## src/rtl/hilo_muldiv_pkg.sv

```systemverilog
// Shared encodings for the HI/LO multiply/divide unit: operation codes,
// FSM states and default operand width.
package hilo_muldiv_pkg;

   localparam int WIDTH = 32;
   localparam int CNT_W = 5;

   typedef enum logic {
      OP_MULTU = 1'b0,
      OP_DIVU  = 1'b1
   } op_e;

   typedef enum logic [1:0] {
      IDLE = 2'd0,
      CALC = 2'd1,
      DONE = 2'd2
   } state_e;

endpackage

```

## src/rtl/hilo_muldiv_unit_iter.sv

```systemverilog
// One combinational iteration of the shared accumulator: shift-add for MULTU,
// compare-subtract-shift (restoring) for DIVU.
module muldiv_iter
   import hilo_muldiv_pkg::*;
#(
   parameter int WIDTH = hilo_muldiv_pkg::WIDTH
) (
   input  op_e                  op,
   input  logic [2*WIDTH-1:0]   acc,
   input  logic [WIDTH-1:0]     operand,
   output logic [2*WIDTH-1:0]   acc_next
);

   logic [WIDTH:0]   sum;
   logic [WIDTH:0]   upper;
   logic [WIDTH-1:0] diff;

   always_comb begin
      // MULTU: acc = {partial product, remaining multiplier bits}
      sum   = {1'b0, acc[2*WIDTH-1:WIDTH]} + (acc[0] ? {1'b0, operand} : '0);
      // DIVU: acc = {remainder, dividend/quotient}; upper is the remainder after the left shift
      upper = acc[2*WIDTH-1:WIDTH-1];
      diff  = upper[WIDTH-1:0] - operand;
      if (op == OP_MULTU) begin
         acc_next = {sum, acc[WIDTH-1:1]};
      end else if (upper >= {1'b0, operand}) begin
         acc_next = {diff, acc[WIDTH-2:0], 1'b1};
      end else begin
         acc_next = {upper[WIDTH-1:0], acc[WIDTH-2:0], 1'b0};
      end
   end

endmodule

```

## src/rtl/hilo_muldiv_unit.sv

```systemverilog
// Multi-cycle unsigned MULTU/DIVU unit with HI/LO result registers; one
// iteration per clock, results committed only on the final iteration.
module hilo_muldiv_unit
   import hilo_muldiv_pkg::*;
#(
   parameter int WIDTH = hilo_muldiv_pkg::WIDTH,
   parameter int CNT_W = hilo_muldiv_pkg::CNT_W
) (
   input  logic             clk,
   input  logic             reset,
   input  logic             start,
   input  logic             op,
   input  logic [WIDTH-1:0] dataA,
   input  logic [WIDTH-1:0] dataB,
   input  logic             rd_sel,
   output logic             busy,
   output logic             done,
   output logic [WIDTH-1:0] dataOut
);

   localparam logic [CNT_W-1:0] LAST_CNT = CNT_W'(WIDTH - 1);

   state_e             state, state_next;
   logic [CNT_W-1:0]   count;
   logic [2*WIDTH-1:0] acc;
   logic [2*WIDTH-1:0] acc_next;
   logic [WIDTH-1:0]   operand;
   op_e                op_q;
   logic [WIDTH-1:0]   hi, lo;
   logic               accept;
   logic               last;

   assign accept = (state == IDLE) && start;
   assign last   = (state == CALC) && (count == LAST_CNT);

   muldiv_iter #(.WIDTH(WIDTH)) u_iter (
      .op       (op_q),
      .acc      (acc),
      .operand  (operand),
      .acc_next (acc_next)
   );

   always_comb begin
      state_next = state;
      busy       = 1'b0;
      done       = 1'b0;
      case (state)
         IDLE: if (start) state_next = CALC;
         CALC: begin
            busy = 1'b1;
            if (count == LAST_CNT) state_next = DONE;
         end
         DONE: begin
            done       = 1'b1;
            state_next = IDLE;
         end
         default: state_next = IDLE;
      endcase
   end

   always_ff @(posedge clk) begin
      if (reset) begin
         state <= IDLE;
         count <= '0;
         hi    <= '0;
         lo    <= '0;
      end else begin
         state <= state_next;
         if (accept) begin
            count <= '0;
         end else if (state == CALC) begin
            count <= count + 1'b1;
         end
         if (last) begin
            hi <= acc_next[2*WIDTH-1:WIDTH];
            lo <= acc_next[WIDTH-1:0];
         end
      end
   end

   // Operand latch and accumulator carry no reset; they are only read in CALC.
   always_ff @(posedge clk) begin
      if (accept) begin
         op_q    <= op_e'(op);
         operand <= op ? dataB : dataA;
         acc     <= {{WIDTH{1'b0}}, (op ? dataA : dataB)};
      end else if (state == CALC) begin
         acc <= acc_next;
      end
   end

   assign dataOut = rd_sel ? hi : lo;

endmodule

```

## config.mk

```make
export PLATFORM = sky130hd
export DESIGN_NAME = hilo_muldiv_unit
export DESIGN_NICKNAME = d
export VERILOG_FILES = /design/src/rtl/hilo_muldiv_pkg.sv /design/src/rtl/hilo_muldiv_unit_iter.sv /design/src/rtl/hilo_muldiv_unit.sv
export SDC_FILE = /design/constraint.sdc
export NUM_CORES = 1
export LEC_CHECK = 0
export CAP_MARGIN = 20
export CORE_ASPECT_RATIO = 1.1
export CORE_MARGIN = 1
export CORE_UTILIZATION = 45
export CTS_CLUSTER_SIZE = 20
export DETAILED_ROUTE_END_ITERATION = 6
export GPL_ROUTABILITY_DRIVEN = 0
export GPL_TIMING_DRIVEN = 0
export HOLD_SLACK_MARGIN = 0.08
export PLACE_DENSITY = 0.65
export SLEW_MARGIN = 0
export SYNTH_ARGS = -nofsm -noshare
export SYNTH_HDL_FRONTEND = slang
export SYNTH_HIERARCHICAL = 1
export SYNTH_SLANG_ARGS = --single-unit
```

## constraint.sdc

```tcl
create_clock -name clk -period 9.4 [get_ports clk]
set_clock_uncertainty 0.15 [all_clocks]
set_input_delay 0.94 -clock clk [delete_from_list [all_inputs] [get_ports clk]]
set_output_delay 0.94 -clock clk [all_outputs]
set_load 0.02 [all_outputs]
```

# Word-level counts from Yosys, hierarchy flattened

Cells that the tools add are included.

Output and inout port bits: 34
Input port bits: 69
Word-level logic and storage cells: 36
Register bits: 168

Add/subtract/negate cells: 3
Muxes and demuxes: 13
Reductions and logical operators: 6
$lt $le $gt $ge: 1
Eq/ne operators: 5

Operator list:

| cell                                                 | number |
|---|---|
| 2-to-1 mux 32 bit                                    | 6 |
| 2-to-1 mux 64 bit                                    | 2 |
| adder 32 x 32 -> 33 bit                              | 1 |
| >= comparator 33 x 32 -> 1 bit                       | 1 |
| subtractor 32 bit                                    | 1 |
| adder 5 x 1 -> 5 bit (second input constant)         | 1 |
| equality test 5 bit (second input constant)          | 1 |
| 2-to-1 mux 2 bit                                     | 2 |
| != test 2 bit (second input constant)                | 2 |
| one-hot mux 2 bit (2 select lines)                   | 1 |
| equality test 2 x 1 -> 1 bit (second input constant) | 1 |
| equality test 2 bit (second input constant)          | 1 |
| logical AND 1 bit                                    | 2 |
| zero test 2 bit                                      | 1 |
| 2-to-1 mux 1 bit                                     | 2 |
| AND reduction 2 bit                                  | 1 |
| nonzero test 2 bit                                   | 1 |
| OR reduction 2 bit                                   | 1 |

# Depth between registers and ports, before layout

Depth in word-level cells: 5
Mapped depth: 15
Depth with buffers taken out: 15

# By module

Netlist, hierarchy kept.

By module, submodules not included:

| module           | instances | sequential area each (sq um) | area each (sq um) | cells an instance |
|---|---|---|---|---|
| hilo_muldiv_unit | 1         | 4013.8                       | 7015.5            | 697 |
| muldiv_iter      | 1         | 0.0                          | 4834.6            | 720 |

# Worst setup path before layout

Ideal clock, no wire load.

Kind: register to register
From: register acc[0]
To: register hi[19]
Cell stages (with the launch flop): 16
Required time: 9118 ps
Path slack: 5872 ps
Setup time: 132 ps
Period minus slack after synthesis: 3528 ps
Arrival: 3245 ps
Buffers on the path: 1
Cell sequence: edfxtp_1 clkbuf_1 and2_1 ha_1 fa_1 a211oi_2 o21bai_1 a211o_2 a311o_1 a21o_1 a21o_1 a21oi_2 xnor2_1 mux2_2 nand2_1 a21oi_1

Longest elaborated chain between the ends: 3

RTL lines:

| what                     | line                        | source |
|---|---|---|
| start: declaration       | hilo_muldiv_unit.sv:25      | `logic [2*WIDTH-1:0] acc;` |
| start signal: assignment | hilo_muldiv_unit.sv:86      | `acc <= {{WIDTH{1'b0}}, (op ? dataA : dataB)};` |
| start signal: assignment | hilo_muldiv_unit.sv:88      | `acc <= acc_next;` |
| 2-to-1 mux 32 bit        | hilo_muldiv_unit_iter.sv:20 | `sum = {1'b0, acc[2*WIDTH-1:WIDTH]} + (acc[0] ? {1'b0, operand} : '0);` |
| adder 32 x 32 -> 33 bit  | hilo_muldiv_unit_iter.sv:20 |  |
| 2-to-1 mux 64 bit        | hilo_muldiv_unit_iter.sv:24 | `if (op == OP_MULTU) begin` |
| via acc_next[51]         | hilo_muldiv_unit.sv:26      | `logic [2*WIDTH-1:0] acc_next;` |
| end signal: assignment   | hilo_muldiv_unit.sv:75      | `hi <= acc_next[2*WIDTH-1:WIDTH];` |
| end: declaration         | hilo_muldiv_unit.sv:29      | `logic [WIDTH-1:0] hi, lo;` |

The timed path passes the listed nets, and every way through them passes these cells.
A chain may end at the register's enable or synchronous reset.

# Worst setup path in the final report

From: register acc[0]
To: register acc[61]

Longest elaborated chain between the ends: 3

RTL lines:

| what                    | line |
|---|---|
| 2-to-1 mux 32 bit       | hilo_muldiv_unit_iter.sv:20 |
| adder 32 x 32 -> 33 bit | hilo_muldiv_unit_iter.sv:20 |
| 2-to-1 mux 64 bit       | hilo_muldiv_unit_iter.sv:24 |
| via acc_next[61]        | hilo_muldiv_unit.sv:26 |

The timed path passes the listed nets, and every way through them passes these cells.

==> results.toml <==
[run_status]
status = "finished clean"

[yosys]
async_flop_share_pct = 0
synthFlopType = "dfxtp_1"
synthSimpleGateAreaFrac_pct = 17.29
synth_fa_ha_area_share_pct = 7.307
yosys-top-cells-area = "dfxtp_1, edfxtp_1, a21oi_1, mux2_2, nand2_1"
syn_inst = 1417
synth_area_per_cell_um2 = 8.363
synth_xor_area_share_pct = 4.139
ys_ff_latch = 168
yosysWarnings = 6
synth_cell_type_count = 68
yosysTopAreaCell = "dfxtp_1"
synth_top_area_share_pct = 17.40
ys_seq_area_share_pct = 33.87
synth-edff-count = 65
synth_compound_area_share_pct = 18.80
synth_top_family_by_area = "compound AO/OA/AOI/OAI gates"
synth_nets = 1554
syn-cell-area_um2 = 11850
yosys-mux-area-fraction_pct = 12.77

[critical_path]
slowest_stage = "edfxtp_1"
critPathBufInv = 1
setup.worst_path.class = "reg2reg"
cp-end-kind = "flop"
cp_top_family = "compound AO/OA/AOI/OAI gates"
crit_path_max_incr_delay_ns = 0.51
path_cells = "clkbuf_1 -> and2_1 -> ha_1 -> fa_1 -> a211oi_2 -> o21bai_1 -> a211o_2 -> a311o_1 -> a21oi_2 -> o31ai_1 -> a31oi_1 -> xor2_1 -> o21ai_1 -> nand2_1 -> a21oi_1"
cp-start-kind = "flop"
worstPathMaxFanout = 10
r2r-start = "acc[0]"
crit_required_ns = 9.61
r2r_end = "acc[61]"
cp.arrival_ns = 4.69
reg2reg_depth = 15
reg2reg_slack_ns = 4.91

[clock_network]
postCtsResizedCells = 0
cts_root_buf = "clkbuf_16"
clock_latency_ns = 0.43
cts_hold_buf = 0
cts_buffer_depth = 2
cts_tree = "yes"
cts-htree-levels = 4
clock_sinks = 168
cts.reportedPaths.clkPinSlew_ns = 0.07
numCtsBuffers = 17
postCtsSetupBuffers = 0

[sta]
final.setup.tns_ns = 0
grt_setup_unrepaired = "false"
finalHoldViolations = 0
maxSlewViolCount = 0
period_share_pct = 47.75
worst_pin_slew_ns = 1.111
fin_crit_ns = 4.489
fmax_mhz = 222.8
slew_headroom_pct = 25.01
setup-violations-final = 0

[finish]
fin_nets = 1674
stdcell_area_um2 = 13850
area_growth_pct = 16.90
num_antenna_cells = 0
stdcell_count = 1896
drive_gt1_share_pct = 12.39

[global_route]
grt_pass1_vias = 10310
use_met3_pct = 3.033
overflow = 0
grt.busiest_layer = "met2"
use_met1_pct = 35.83
antenna_found_initial = 0
grt_use_met2_pct = 45.47
grt_max_degree = 43
globalRouteTotalUtil_pct = 26.92
grt_first_pass_wirelength_um = 55570

[route]
antenna_left = 0
vias = 10700
drtIter0Drc = 908
avgViaCountPerCell = 5.644
drt_first_pass_iters = 6
avgRoutedWirePerCell_um = 18.89
routed_wl_um = 35820
drcViolationCount = 0

[die]
fp-row-count = 61
io_pins = 103
fp.dieH_um = 172.2
core_um2 = 25570
die_w_um = 156.7
initial_utilization_pct = 46.35
die_area_um2 = 26990

[power]
seqPwrFrac_pct = 38.0
p_int_mw = 1.479
p_comb_share_pct = 32.4
power_mw = 2.276
ir_drop_mv = 0.1460
p_leak_nw = 5.581
cellPowerDensity_nw_per_um2 = 164.3
p_switching_mw = 0.7969
p_clk_share_pct = 29.6
swShare_pct = 35.01

[placed_design]
detailed_place.area_um2 = 13290
io_buffers = 101
dp_cells = 1864
place_hpwl_um = 28320

[flow_run]
drv_cap = 0

[worst_hold_path]
hold_class = "reg2reg"
min_to = "lo[13]"
min_from = "lo[13]"
hold_depth = 2
-- cell usage in the layout, fill, tap and decap left out, drive strengths merged, types with 3 or more instances in the layout --
cell / instances
o21ai: 45
xnor2: 32
nor2: 98
nor4: 3
nand2b: 11
xor2: 24
o21bai: 12
nand4: 11
and2: 37
a21oi: 225
or2: 4
nand3: 12
nor2b: 6
a21o: 22
a21boi: 4
a2111oi: 3
clkbuf: 51
a31oi: 10
clkdlybuf4s50: 101
o22ai: 3
a211oi: 9
o211ai: 17
dfxtp: 103
o21a: 11
or3: 4
ha: 66
and3: 9
mux2i: 42
a211o: 3
clkinvlp: 4
inv: 58
o31ai: 6
nand2: 251
buf: 51
nand3b: 3
edfxtp: 65
clkinv: 4
mux2: 97
nor3: 12
-- stage by stage --
step,hold slack (ns),util [%],setup slack [ns]
floorplan,0.2822,-,5.872
global placement,0.2896,51.99,5.084
detailed placement,0.2954,51.99,5.018
CTS,0.3042,54.18,4.997
global route,0.3172,54.18,4.747
finish,0.3021,54.18,4.911
-- power groups by stage --
stage	clock, mW	combinational (mW)	sequential [mW]
3_5_place_dp	0	0.719	0.880
2_1_floorplan	0	0.523	0.857
3_3_place_gp	0	0.713	0.881
5_1_grt	0.705	0.805	0.871
4_1_cts	0.676	0.724	0.864
6_report	0.674	0.737	0.866
-- synth_stat cells, types with 4 or more instances --
master    number
a211oi_1       6
a21o_1        21
a21oi_1      222
a31oi_1       10
and2_1        37
and3_1         8
buf_2         28
buf_4         13
buf_6          7
clkbuf_1      30
dfxtp_1      103
edfxtp_1      65
ha_1          66
inv_1         53
mux2_2        95
mux2i_1       42
nand2_1      251
nand2b_1      11
nand3_1       12
nand4_1       11
nor2_1        98
nor2b_1        6
nor3_1        12
o211ai_1      17
o21a_1        11
o21ai_0       32
o21ai_1       13
o21bai_1      12
o31ai_1        6
or3_1          4
xnor2_1       32
xor2_1        24
-- kinds of logic (layout without fill, tap and decap cells) --
family	count (synthesis)	count (layout)
mux	139	139
simple gates	469	469
flops	168	168
buf+inv	137	270
fa+ha+maj	68	68
compound gates	380	380
xor+xnor	56	56
-- final cells by class --
cell class / count / area (µm²)
flip-flops and latches: 168 / 4014
repair buffers: 101 / 1011
multi-input cells: 1112 / 7147
clock inverters: 12 / 92.59
well taps: 346 / 432.9
plain buffers: 83 / 486.7
fillers: 2391 / 11720
inverters: 54 / 202.7
clock buffers: 20 / 466.7
-- state kept, by name (all words and copies together) (netlist names) --
| signal | flops |
|---|---|
| state | 2 |
| lo | 32 |
| operand | 32 |
| hi | 32 |
| acc | 64 |
| count | 5 |
| op_q | 1 |
-- tightest hold or removal path: stages (launching register included) --
cell     delay, ns
dfxtp_1       0.31
nand2_1       0.05
a21oi_1       0.05
-- metal layers --
| layer | share of wire, % | vias up |
|---|---|---|
| li1 | - | 5214 |
| met1 | 46 | 5066 |
| met2 | 47 | 369 |
| met3 | 4.9 | 52 |
| met4 | 2.0 | 0 |
| met5 | 0 | - |
-- worst max-delay path by stage --
stage	start	to	slack [ns]	cells after the start
after floorplan	acc[0]	hi[19]	5.87	15
after global placement	acc[0]	acc[61]	5.08	15
after detailed placement	acc[0]	acc[61]	5.02	15
after CTS	acc[0]	acc[61]	5.00	15
after global routing	acc[0]	acc[61]	4.75	15
final	acc[0]	acc[61]	4.91	15
(Power assumes the default switching activity.)
==> edit: new RTL, same flow settings <==
Set the package constant `CNT_W` to 4 (it was 5).
--- a/src/rtl/hilo_muldiv_pkg.sv
+++ b/src/rtl/hilo_muldiv_pkg.sv
@@ -4,5 +4,5 @@
 
    localparam int WIDTH = 32;
-   localparam int CNT_W = 5;
+   localparam int CNT_W = 4;
 
    typedef enum logic {
Formal check against the unedited RTL: same outputs for any inputs over 10 cycles, from zero or initial values and one cycle with reset high; that may be too few to reach the edited logic, so the function may still have changed.
==> edit against the original RTL <==
- die area rose by 0.74%
- worst hold slack better by 0.017 ns
- utilization decreased by 0.40 points
- final area is 1.2% higher
- global-route usage grew 0.33 points
- routed wire length rose by 2.2%
- power up 9.3%
- sequential power rose by 1%
- setup slack gained 0.11 ns
- sequential cell count down 1
- area after synthesis is 0.75% higher
- critical endpoint is now hi[30]$_SDFFE_PP0P_
==> edit: results (changes against the original RTL) <==
| Metric | Value |
|---|---|
| Total power | `2.49 mW (was 2.28 mW)` |
| WL per Instance | `19.8 um (was 18.9 um)` |
| # fillers | `2467 (was 2391)` |
| Final net count | `1616 (was 1674)` |
| Main power group | `combinational cells (was registers)` |
| Top post-synthesis cells by area | `dfxtp_1 (17%), edfxtp_1 (16%), mux2_2 (8.9%), a21oi_1 (8.0%), ha_1 (6.8%) (was dfxtp_1 (17%), edfxtp_1 (16%), a21oi_1 (9.4%), mux2_2 (9.0%), nand2_1 (8.0%))` |
| Overall Global Routing Usage | `27.3% (was 26.9%)` |
| Vias/cell | `5.83 (was 5.64)` |
| Vias in the first global route | `10.5k (was 10.3k)` |
| Synth Area in Compound Gates | `20.9% (was 18.8%)` |
| Clock Power | `0.706 mW (was 0.674 mW)` |
| VDD IR max | `0.125 mV (was 0.146 mV)` |
| Initial DRT Pass Iterations | `5 (was 6)` |
| WHS | `0.319 ns (was 0.302 ns)` |
| Mapped Nets | `1494 (was 1554)` |
| Adder-cell share of the synthesized area | `7.15% (was 7.31%)` |
| Fin util | `53.8% (was 54.2%)` |
| Clk Latency, worst-skew pair | `0.43 ns (about the same)` |
| Headroom to the max-slew limit | `38.6% (was 25.0%)` |
| 1st-iter DRT viols | `967 (was 908)` |
| Pre-CTS setup slack | `5.15 ns (was 5.02 ns)` |
| Final WL | `36600 um (was 35800 um)` |
| Synth top cells by count | `a21oi_1 (192), dfxtp_1 (102), mux2_2 (94), nand2_1 (94), nor2_1 (93) (was nand2_1 (251), a21oi_1 (222), dfxtp_1 (103))` |
| Initial antenna violation count | `0 (unchanged)` |
| Sequential power share | `35.2% (was 38.0%)` |
| Cell variety after synth | `75 (was 68)` |
| CTS Buf Count | `17 (unchanged)` |
| Seq/Total Area, Yosys | `33.5% (was 33.9%)` |
| CTS max path bufs | `2 (unchanged)` |
| Largest net degree at the start of global routing | `29 (was 43)` |
| R2R setup slack | `5.02 ns (was 4.91 ns)` |
| Ys Warns | `6 (unchanged)` |
| First-pass GRT wire length | `57100 um (was 55600 um)` |
| Final Critical Period | `4.38 ns (was 4.49 ns)` |
| Area post-placement | `0.0134 mm2 (was 0.0133 mm2)` |
| Placed Cells | `1813 (was 1864)` |
| Status | `completed (unchanged)` |
| Biggest register | `acc (unchanged)` |
| Share of cells above drive strength 1 | `14.2% (was 12.4%)` |
| Leak | `5.62 nW (was 5.58 nW)` |
| Xor and xnor area share after synthesis | `3.89% (was 4.14%)` |
| Total internal power | `1.57 mW (was 1.48 mW)` |
| HPWL Detailed | `29300 um (was 28300 um)` |
| Max reg flops | `64 (unchanged)` |
| Mapped Area | `0.0119 mm2 (about the same)` |
| Clk slew on worst S/H paths | `0.07 ns (about the same)` |
| Multiplexer area fraction after synthesis | `13.0% (was 12.8%)` |
| Critical Path AT | `4.59 ns (was 4.69 ns)` |
| Syn Inst Count | `1358 (was 1417)` |
| Post-synth ARST share | `0% (unchanged)` |
-- edit: changes by cell type after synthesis, moves of 13 or more --
| cell | delta |
|---|---|
| nand2_1 | -157 |
| nand3_1 | +53 |
| o21ai_0 | +47 |
| a21oi_1 | -30 |
| a22o_1 | +13 |
-- edit: cells by family after synthesis --
logic type      count (synthesis)
mux                           143
fa+ha+maj                      67
xor+xnor                       53
simple gates                  371
buf+inv                       146
flops                         167
compound gates                411
-- edit: worst paths after layout --
kind                      start                  end  depth (start not counted)
max reg2reg    acc[0]$_DFFE_PP_  hi[30]$_SDFFE_PP0P_                         14
min reg2reg  hi[2]$_SDFFE_PP0P_   hi[2]$_SDFFE_PP0P_                          1
min          hi[2]$_SDFFE_PP0P_   hi[2]$_SDFFE_PP0P_                          1
max            acc[0]$_DFFE_PP_  hi[30]$_SDFFE_PP0P_                         14
-- edit: area by class of cell --
type / instances / area share [%]
clock inverter: 14 / 1.15
timing repair buffer: 103 / 7.46
sequential: 167 / 28.5
buffer: 95 / 4.22
inverter: 51 / 1.38
multi-input combinational: 1045 / 51.1
clock buffer: 18 / 3.06
tap: 352 / 3.14
-- edit: critical path, stage by stage, from the launching register on --
cell	delay [ns]
edfxtp_1	0.54
clkbuf_1	0.36
and2_1	0.20
ha_1	0.28
a211oi_1	0.12
o31ai_1	0.60
o211ai_1	0.27
a21oi_1	0.31
nor4_1	0.14
o31ai_1	0.42
nand4_1	0.17
mux2i_1	0.15
o211ai_1	0.34
nand3_1	0.12
a21oi_1	0.14
-- edit: per-layer routing --
layer  vias to the layer above  wire length (um)  track usage (%)  share of wire, %
met5                         -                 0                0                 0
met4                         0               914             9.22               2.5
met3                        52              2000             3.23               5.5
met2                       414             17300             44.4                47
met1                      5092             16400             37.2                45
li1                       5197                 -                -                 -
